--- config.mk ---
export PLATFORM = sky130hd
export DESIGN_NAME = fb_scanout
export DESIGN_NICKNAME = d
export VERILOG_FILES = /design/src/rtl/fb_scanout.sv
export SDC_FILE = /design/constraint.sdc
export NUM_CORES = 1
export LEC_CHECK = 0
export ABC_AREA = 1
export BUFFER_PORTS_ARGS = -buffer_cell sky130_fd_sc_hd__buf_4
export CAP_MARGIN = 15
export CORE_UTILIZATION = 25
export CTS_CLUSTER_SIZE = 14
export DETAILED_ROUTE_END_ITERATION = 10
export PLACE_DENSITY = 0.48
export SLEW_MARGIN = 10
export SYNTH_ARGS = -nofsm -noshare
export SYNTH_HDL_FRONTEND = slang
export SYNTH_SLANG_ARGS = --single-unit
--- constraint.sdc ---
create_clock -name clk -period 4.9 [get_ports clk]
set_input_delay 0.98 -clock clk [delete_from_list [all_inputs] [get_ports clk]]
set_output_delay 0.98 -clock clk [all_outputs]
set_load 0.01 [all_outputs]
--- src/rtl/fb_scanout.sv ---
`timescale 1ns/1ps
// fb_scanout
//
// VGA scan-out engine for a 160x120, 3-bit-colour framebuffer. A 640x480
// raster (default timing) is produced at half the system clock. Every
// framebuffer pixel is replicated into a 4x4 block of screen pixels.
//
// Pipeline (one stage per pixel tick, one tick = two clk cycles):
//   p0 : raster counters and the sync/active decode derived from them
//   p1 : framebuffer read address plus registered active/hsync/vsync
//   p2 : VGA pins. Colour comes from the RAM read issued in p1.
//
// Ports
//   clk          system clock; all state changes on its rising edge
//   reset        asynchronous, active-high reset
//   rd_addr      framebuffer read address, y*160 + x
//   rd_data      framebuffer colour {R,G,B}; valid one clk after rd_addr
//   VGA_CLK      pixel clock (clk/2)
//   VGA_HS       horizontal sync, active low
//   VGA_VS       vertical sync, active low
//   VGA_BLANK_N  high during active video
//   VGA_SYNC_N   composite sync, tied high
//   VGA_R/G/B    10-bit colour channels
//   frame_start  one-clk pulse when the raster wraps to (0,0)
module fb_scanout #(
  parameter int H_VISIBLE = 640,
  parameter int H_FRONT   = 16,
  parameter int H_SYNC    = 96,
  parameter int H_BACK    = 48,
  parameter int V_VISIBLE = 480,
  parameter int V_FRONT   = 10,
  parameter int V_SYNC    = 2,
  parameter int V_BACK    = 33
) (
  input  logic        clk,
  input  logic        reset,
  output logic [14:0] rd_addr,
  input  logic [2:0]  rd_data,
  output logic        VGA_CLK,
  output logic        VGA_HS,
  output logic        VGA_VS,
  output logic        VGA_BLANK_N,
  output logic        VGA_SYNC_N,
  output logic [9:0]  VGA_R,
  output logic [9:0]  VGA_G,
  output logic [9:0]  VGA_B,
  output logic        frame_start
);

  localparam int HT = H_VISIBLE + H_FRONT + H_SYNC + H_BACK;
  localparam int VT = V_VISIBLE + V_FRONT + V_SYNC + V_BACK;

  // One extra bit of headroom so that sync end == total still fits.
  localparam int HW = $clog2(HT + 1);
  localparam int VW = $clog2(VT + 1);

  localparam logic [HW-1:0] H_LAST     = HW'(HT - 1);
  localparam logic [HW-1:0] H_ACT_END  = HW'(H_VISIBLE);
  localparam logic [HW-1:0] HS_BEGIN   = HW'(H_VISIBLE + H_FRONT);
  localparam logic [HW-1:0] HS_END     = HW'(H_VISIBLE + H_FRONT + H_SYNC);

  localparam logic [VW-1:0] V_LAST     = VW'(VT - 1);
  localparam logic [VW-1:0] V_ACT_END  = VW'(V_VISIBLE);
  localparam logic [VW-1:0] VS_BEGIN   = VW'(V_VISIBLE + V_FRONT);
  localparam logic [VW-1:0] VS_END     = VW'(V_VISIBLE + V_FRONT + V_SYNC);

  // Framebuffer address of the 4x4 block containing screen pixel (h,v).
  // The row stride of 160 is built as 128 + 32; the largest result
  // (119*160 + 159 = 19199) fits comfortably in 15 bits.
  function automatic logic [14:0] pix_addr(input logic [HW-1:0] h,
                                           input logic [VW-1:0] v);
    logic [14:0] row;
    logic [14:0] col;
    row = 15'(v >> 2);
    col = 15'(h >> 2);
    return (row << 7) + (row << 5) + col;
  endfunction

  // One framebuffer colour bit drives a full-scale or dark channel;
  // outside active video the channel is forced dark.
  function automatic logic [9:0] expand_bit(input logic b, input logic en);
    return (b && en) ? 10'h3FF : 10'h000;
  endfunction

  logic          phase;
  logic          tick;
  logic [HW-1:0] hcount_p0;
  logic [VW-1:0] vcount_p0;
  logic          active_p0;
  logic          hs_n_p0;
  logic          vs_n_p0;
  logic          wrap_p0;

  logic          vld_p1;
  logic          hs_n_p1;
  logic          vs_n_p1;

  logic          vld_p2;
  logic          hs_n_p2;
  logic          vs_n_p2;
  logic [9:0]    r_p2;
  logic [9:0]    g_p2;
  logic [9:0]    b_p2;

  // ---- p0: pixel clock divider and raster counters ----
  always_ff @(posedge clk or posedge reset) begin
    if (reset) begin
      phase <= 1'b0;
    end else begin
      phase <= ~phase;
    end
  end

  assign tick    = phase;
  assign VGA_CLK = phase;

  always_ff @(posedge clk or posedge reset) begin
    if (reset) begin
      hcount_p0 <= '0;
      vcount_p0 <= '0;
    end else if (tick) begin
      if (hcount_p0 == H_LAST) begin
        hcount_p0 <= '0;
        if (vcount_p0 == V_LAST) begin
          vcount_p0 <= '0;
        end else begin
          vcount_p0 <= vcount_p0 + VW'(1);
        end
      end else begin
        hcount_p0 <= hcount_p0 + HW'(1);
      end
    end
  end

  assign active_p0 = (hcount_p0 < H_ACT_END) && (vcount_p0 < V_ACT_END);
  assign hs_n_p0   = !((hcount_p0 >= HS_BEGIN) && (hcount_p0 < HS_END));
  assign vs_n_p0   = !((vcount_p0 >= VS_BEGIN) && (vcount_p0 < VS_END));
  assign wrap_p0   = (hcount_p0 == H_LAST) && (vcount_p0 == V_LAST);

  // Pulse is raised by the wrapping tick and dropped by the following
  // (non-tick) edge, giving exactly one clk of width.
  always_ff @(posedge clk or posedge reset) begin
    if (reset) begin
      frame_start <= 1'b0;
    end else begin
      frame_start <= tick && wrap_p0;
    end
  end

  // ---- p1: RAM read address and registered timing decode ----
  // The address only moves during active video, so the RAM keeps
  // presenting the last visible pixel through blanking.
  always_ff @(posedge clk or posedge reset) begin
    if (reset) begin
      rd_addr <= '0;
      vld_p1  <= 1'b0;
      hs_n_p1 <= 1'b1;
      vs_n_p1 <= 1'b1;
    end else if (tick) begin
      if (active_p0) begin
        rd_addr <= pix_addr(hcount_p0, vcount_p0);
      end
      vld_p1  <= active_p0;
      hs_n_p1 <= hs_n_p0;
      vs_n_p1 <= vs_n_p0;
    end
  end

  // ---- p2: output pins; rd_data is sampled only on ticks ----
  always_ff @(posedge clk or posedge reset) begin
    if (reset) begin
      vld_p2  <= 1'b0;
      hs_n_p2 <= 1'b1;
      vs_n_p2 <= 1'b1;
      r_p2    <= '0;
      g_p2    <= '0;
      b_p2    <= '0;
    end else if (tick) begin
      vld_p2  <= vld_p1;
      hs_n_p2 <= hs_n_p1;
      vs_n_p2 <= vs_n_p1;
      r_p2    <= expand_bit(rd_data[2], vld_p1);
      g_p2    <= expand_bit(rd_data[1], vld_p1);
      b_p2    <= expand_bit(rd_data[0], vld_p1);
    end
  end

  assign VGA_HS      = hs_n_p2;
  assign VGA_VS      = vs_n_p2;
  assign VGA_BLANK_N = vld_p2;
  assign VGA_SYNC_N  = 1'b1;
  assign VGA_R       = r_p2;
  assign VGA_G       = g_p2;
  assign VGA_B       = b_p2;

endmodule

* Word level (Yosys, flattened, before mapping)
Cells that the tools add are included.
Cells by class: equal/unequal tests 2, add/subtract/negate cells 4, magnitude comparators 6, bitwise logic cells 1, muxes and demuxes 5, reduce and logical (&&, ||, !) cells 12
Operator list (number):
- $mux 10 | 5
- $add 10x1->10 const B | 2
- $eq 10x10->1 const B | 2
- $lt 10x10->1 const B | 2
- $lt 10x9->1 const B | 2
- $add 15x13->15 | 1
- $add 15x8->15 | 1
- $ge 10x10->1 const B | 1
- $ge 10x9->1 const B | 1
- $logic_and 1x1->1 | 8
- $reduce_and 2->1 | 2
- $logic_not 1->1 | 2
- $not 1->1 | 1
Word-level totals: output and inout port bits 51, flip-flop bits (word level) 73, word-level logic and storage cells 44

* Depth between registers and ports, before layout
depth after elaboration 3, depth in mapped cells 12, depth with buffers taken out 11

* Least setup slack after synthesis
Ideal clock, no wire load.
path type reg-to-reg, start point register vcount_p0[4], end point register rd_addr[14], setup slack 2.839 ns, clock period less this slack 2.061 ns, arrival time 1.943 ns, path buffers 1, data required time 4.783 ns, library setup time 0.117 ns, cell stages (with the launch flop) 12, path through dfrtp_1 buf_2 inv_1 fa_1 inv_1 fa_1 nand3_1 nand2_1 nand2_1 nand3_1 nand3_1 nand2_1
Between the ends: longest elaborated chain between the ends 3, elaborated cells between the ends (all ways) 5
RTL lines:
- start, declared | line 88 | logic [VW-1:0] vcount_p0;
- start signal, assigned | line 127 | vcount_p0 <= vcount_p0 + VW'(1);
- branches (longest 3 deep; another with $add 15x13->15)
- end signal, assigned | line 161 | rd_addr <= pix_addr(hcount_p0, vcount_p0);
- end, declared | line 37 | output logic [14:0] rd_addr,
Parallel ways; which one is timed is not known. A chain may end at the register's enable or synchronous reset.

* Final worst setup path
start point register phase (netlist: VGA_CLK), end point output VGA_CLK
RTL lines:
- start, declared | line 85 | logic phase;
- start signal, assigned | line 110 | phase <= ~phase;
- end, declared | line 39 | output logic VGA_CLK,
No word-level cell between the ends.

==> out/qor.csv <==
metric,value,unit
min_period_over_period,46.2,%
seq_area_frac_synth,39.1,%
ctsHoldBuffers,0,
place.port_buffers,54,
worst_clock_skew,4.41,ps
finalHoldViolations,0,
globalRouteOverflowTotal,0,
timing.final.setup_violations,0,
syn_inst,364,
slew_violations,0,
drt-pass1-iter-count,4,
fp.dieArea,12300,um^2
total_switching_power,176,uW
worstMarginPinSlew,1020,ps
drc,0,
largest_register_ff_count,15,
clkSlewWorstSetupHoldPaths,70,ps
crit_path_start_kind,flop,
max_freq,442,MHz
slowest_stage,sky130_fd_sc_hd__dfrtp_1,
clock_path_buffers,2,
via_count,2281,
routedWlPerCell,11.5,um
num_antenna_cells,0,
final_ws_setup,2640,ps
comb_power_share,4.8,%
drt.antenna.violating_nets,0,
largest-register,rd_addr,
timing.critical_path.fanout_max,20,
groute.usage.overall,10.4,%
internal_power,588,uW
outcome,completed,
post_route_cells_drive_above_1_share,25.1,%
synth-seq-cells,46,
setup_cp_type,reg2out,
critPathRequiredTime,3920,ps
first_global_vias,2243,
switching_share_of_power,23.1,%
p_per_area,224,nW/um^2
worst_hold_path.num_cells,2,
synth_area_leader_cell,sky130_fd_sc_hd__dfrtp_1,
yosysWarningCount,0,
postSynthAreaPerCell,8.12,um^2
cts_max_level,2,
grt_pass1_wl,10500,um
crit_path_cell_trace,buf_4,
timing.critical_path.max_delay_family,flip-flops,
numCtsBuffers,5,
timing.critical_path.slowest_cell_delay,760,ps
clock_sinks,46,
drv_cap,0,
dp.final_hpwl,4390,um
synth.top_cells.by_area,"sky130_fd_sc_hd__dfrtp_1 (36%), sky130_fd_sc_hd__nand2_1 (12%), sky130_fd_sc_hd__ha_1 (8.0%)",
yosys.area.top_type_share,35.6,%
met2_length,2970,um
cts_root_buffer,sky130_fd_sc_hd__clkbuf_16,
reg2regPathDepth,10,
fraction_of_the_core_area_covered_by_cells_at_the_end_of_the_flow,29.7,%
max-slew-margin-rel,31.7,%
yosysUniqueCellTypes,32,
pwr-share-clk,44.8,%
hold-worst-slack,465,ps
clk-insertion-delay-late,290,ps
design.portCount,56,
power.leakage,1.83,nW
antenna_found_initial,0,
crit_buf_inv,1,
cts_resized,0,
seq_power_share,50.3,%
fin_crit,2260,ps
met1_wire_length,2890,um
largestRegisters,"rd_addr x15, hcount_p0 x10, vcount_p0 x10",
top_layer,met4,
crit_path_end_kind,primary output,
finalSetupTns,0,ps
detailedPlace.worstSlack,2670,ps
drt_first_iter_violations,68,
grt_max_degree,47,
routed_met3_length,219,um
vias_per_cell,4.27,
postLayoutCellArea,3400,um^2
max-vdd-ir-drop,0.138,mV
place_area,3260,um^2
crit_cells,1,
ff2ff_setup_slack,2670,ps
post_synth_instance_area,2960,um^2
wirelength,6150,um
layout-area-overhead-vs-synth,15.2,%
final_net_count,416,
core_area,11500,um^2
crit_arrival,1280,ps
hold_class,reg2reg,
synthesis.nets,390,
cts_post_setup_buffers_inserted,0,
fillers,1240,
place_congestion,0.775,
start_util,25.8,%
grt_setup_unrepaired,no,
die_height,111,um
rows,39,
tritoncts,done,
dieWidth,111,um
-- cell usage after synthesis --
library cell / number
sky130_fd_sc_hd__nand2_1: 95
sky130_fd_sc_hd__dfrtp_1: 42
sky130_fd_sc_hd__inv_1: 41
sky130_fd_sc_hd__buf_4: 29
sky130_fd_sc_hd__nand3_1: 28
sky130_fd_sc_hd__nor2_1: 23
sky130_fd_sc_hd__ha_1: 19
sky130_fd_sc_hd__nand2_2: 13
sky130_fd_sc_hd__xor2_1: 8
sky130_fd_sc_hd__o21ai_0: 7
sky130_fd_sc_hd__a21oi_1: 6
sky130_fd_sc_hd__o21ai_1: 6
sky130_fd_sc_hd__o21ai_2: 6
sky130_fd_sc_hd__nand4_1: 5
sky130_fd_sc_hd__dfstp_2: 4
sky130_fd_sc_hd__inv_2: 4
sky130_fd_sc_hd__nand3b_1: 3
sky130_fd_sc_hd__nor2_2: 3
sky130_fd_sc_hd__nor3_1: 3
sky130_fd_sc_hd__xnor2_1: 3
sky130_fd_sc_hd__buf_12: 2
sky130_fd_sc_hd__buf_2: 2
sky130_fd_sc_hd__fa_1: 2
sky130_fd_sc_hd__nand4_2: 2
sky130_fd_sc_hd__a31oi_1: 1
sky130_fd_sc_hd__a41oi_1: 1
sky130_fd_sc_hd__buf_6: 1
sky130_fd_sc_hd__clkbuf_1: 1
sky130_fd_sc_hd__conb_1: 1
sky130_fd_sc_hd__inv_6: 1
sky130_fd_sc_hd__nor2_4: 1
sky130_fd_sc_hd__nor3_2: 1
-- through the flow --
step / total power, mW / std cells
after global placement: 0.430 / 526
after CTS: 0.779 / 534
after floorplan: 0.421 / 364
after global routing: 0.796 / 534
final: 0.764 / 534
after detailed placement: 0.430 / 526
-- cell usage in the layout (no fill, tap or decap), drive strengths merged --
cell type / n
a21oi: 6
clkbuf: 5
nand3b: 3
buf: 54
nand2: 108
clkinvlp: 1
dfrtp: 42
xnor2: 3
clkinv: 2
nor2: 27
a41oi: 1
inv: 46
a31oi: 1
nand4: 7
conb: 1
o21ai: 19
dfstp: 4
xor2: 8
nor3: 4
nand3: 28
ha: 19
fa: 2
-- cell families (layout without fill, tap and decap cells) --
kind of cell             Yosys count  count (layout)  share of synthesized area, %
AO/OA/AOI/OAI                     27              27                          5.50
XOR/XNOR                          11              11                          3.26
adder cells (fa/ha/maj)           21              21                          9.40
buffers and inverters             81             108                          15.6
flip-flops                        46              46                          39.1
other                              1               1                         0.127
AND/OR/NAND/NOR                  177             177                          27.0
-- power groups by stage --
stage	Combinational (mW)	Clock, mW	Sequential [mW]
floorplan	0.0297	0	0.392
global placement	0.0382	0	0.391
detailed placement	0.0383	0	0.392
CTS	0.0383	0.357	0.384
global route	0.0404	0.370	0.385
finish	0.0369	0.342	0.384
-- final cells by class --
class                           instances  area [um^2]  share of cell area (%)
Tap cell                              143          179                    5.26
Multi-Input combinational cell        237         1340                    39.3
Clock buffer                            5          125                    3.68
Clock inverter                          3         21.3                   0.625
Timing Repair Buffer                   54          405                    11.9
Inverter                               46          178                    5.22
Sequential cell                        46         1160                    34.0
-- routing by layer --
layer | up-vias | GRT usage [%]
li1 | 1167 | -
met4 | 0 | 3.56
met1 | 1057 | 12.9
met2 | 50 | 17.9
met5 | - | 0
met3 | 7 | 1.91
-- worst paths after layout --
path | from | endpoint
min reg2reg | VGA_VS$_DFFE_PP1P_ | VGA_VS$_DFFE_PP1P_
max in group asynchronous | reset | vcount_p0[4]$_DFFE_PP0P_
max reg2reg | vcount_p0[4]$_DFFE_PP0P_ | rd_addr[14]$_DFFE_PP0P_
max | VGA_CLK$_DFF_PP0_ | VGA_CLK
min | VGA_VS$_DFFE_PP1P_ | VGA_VS$_DFFE_PP1P_
min in group asynchronous | reset | rd_addr[1]$_DFFE_PP0P_
Power figures use the tool's default switching activity.
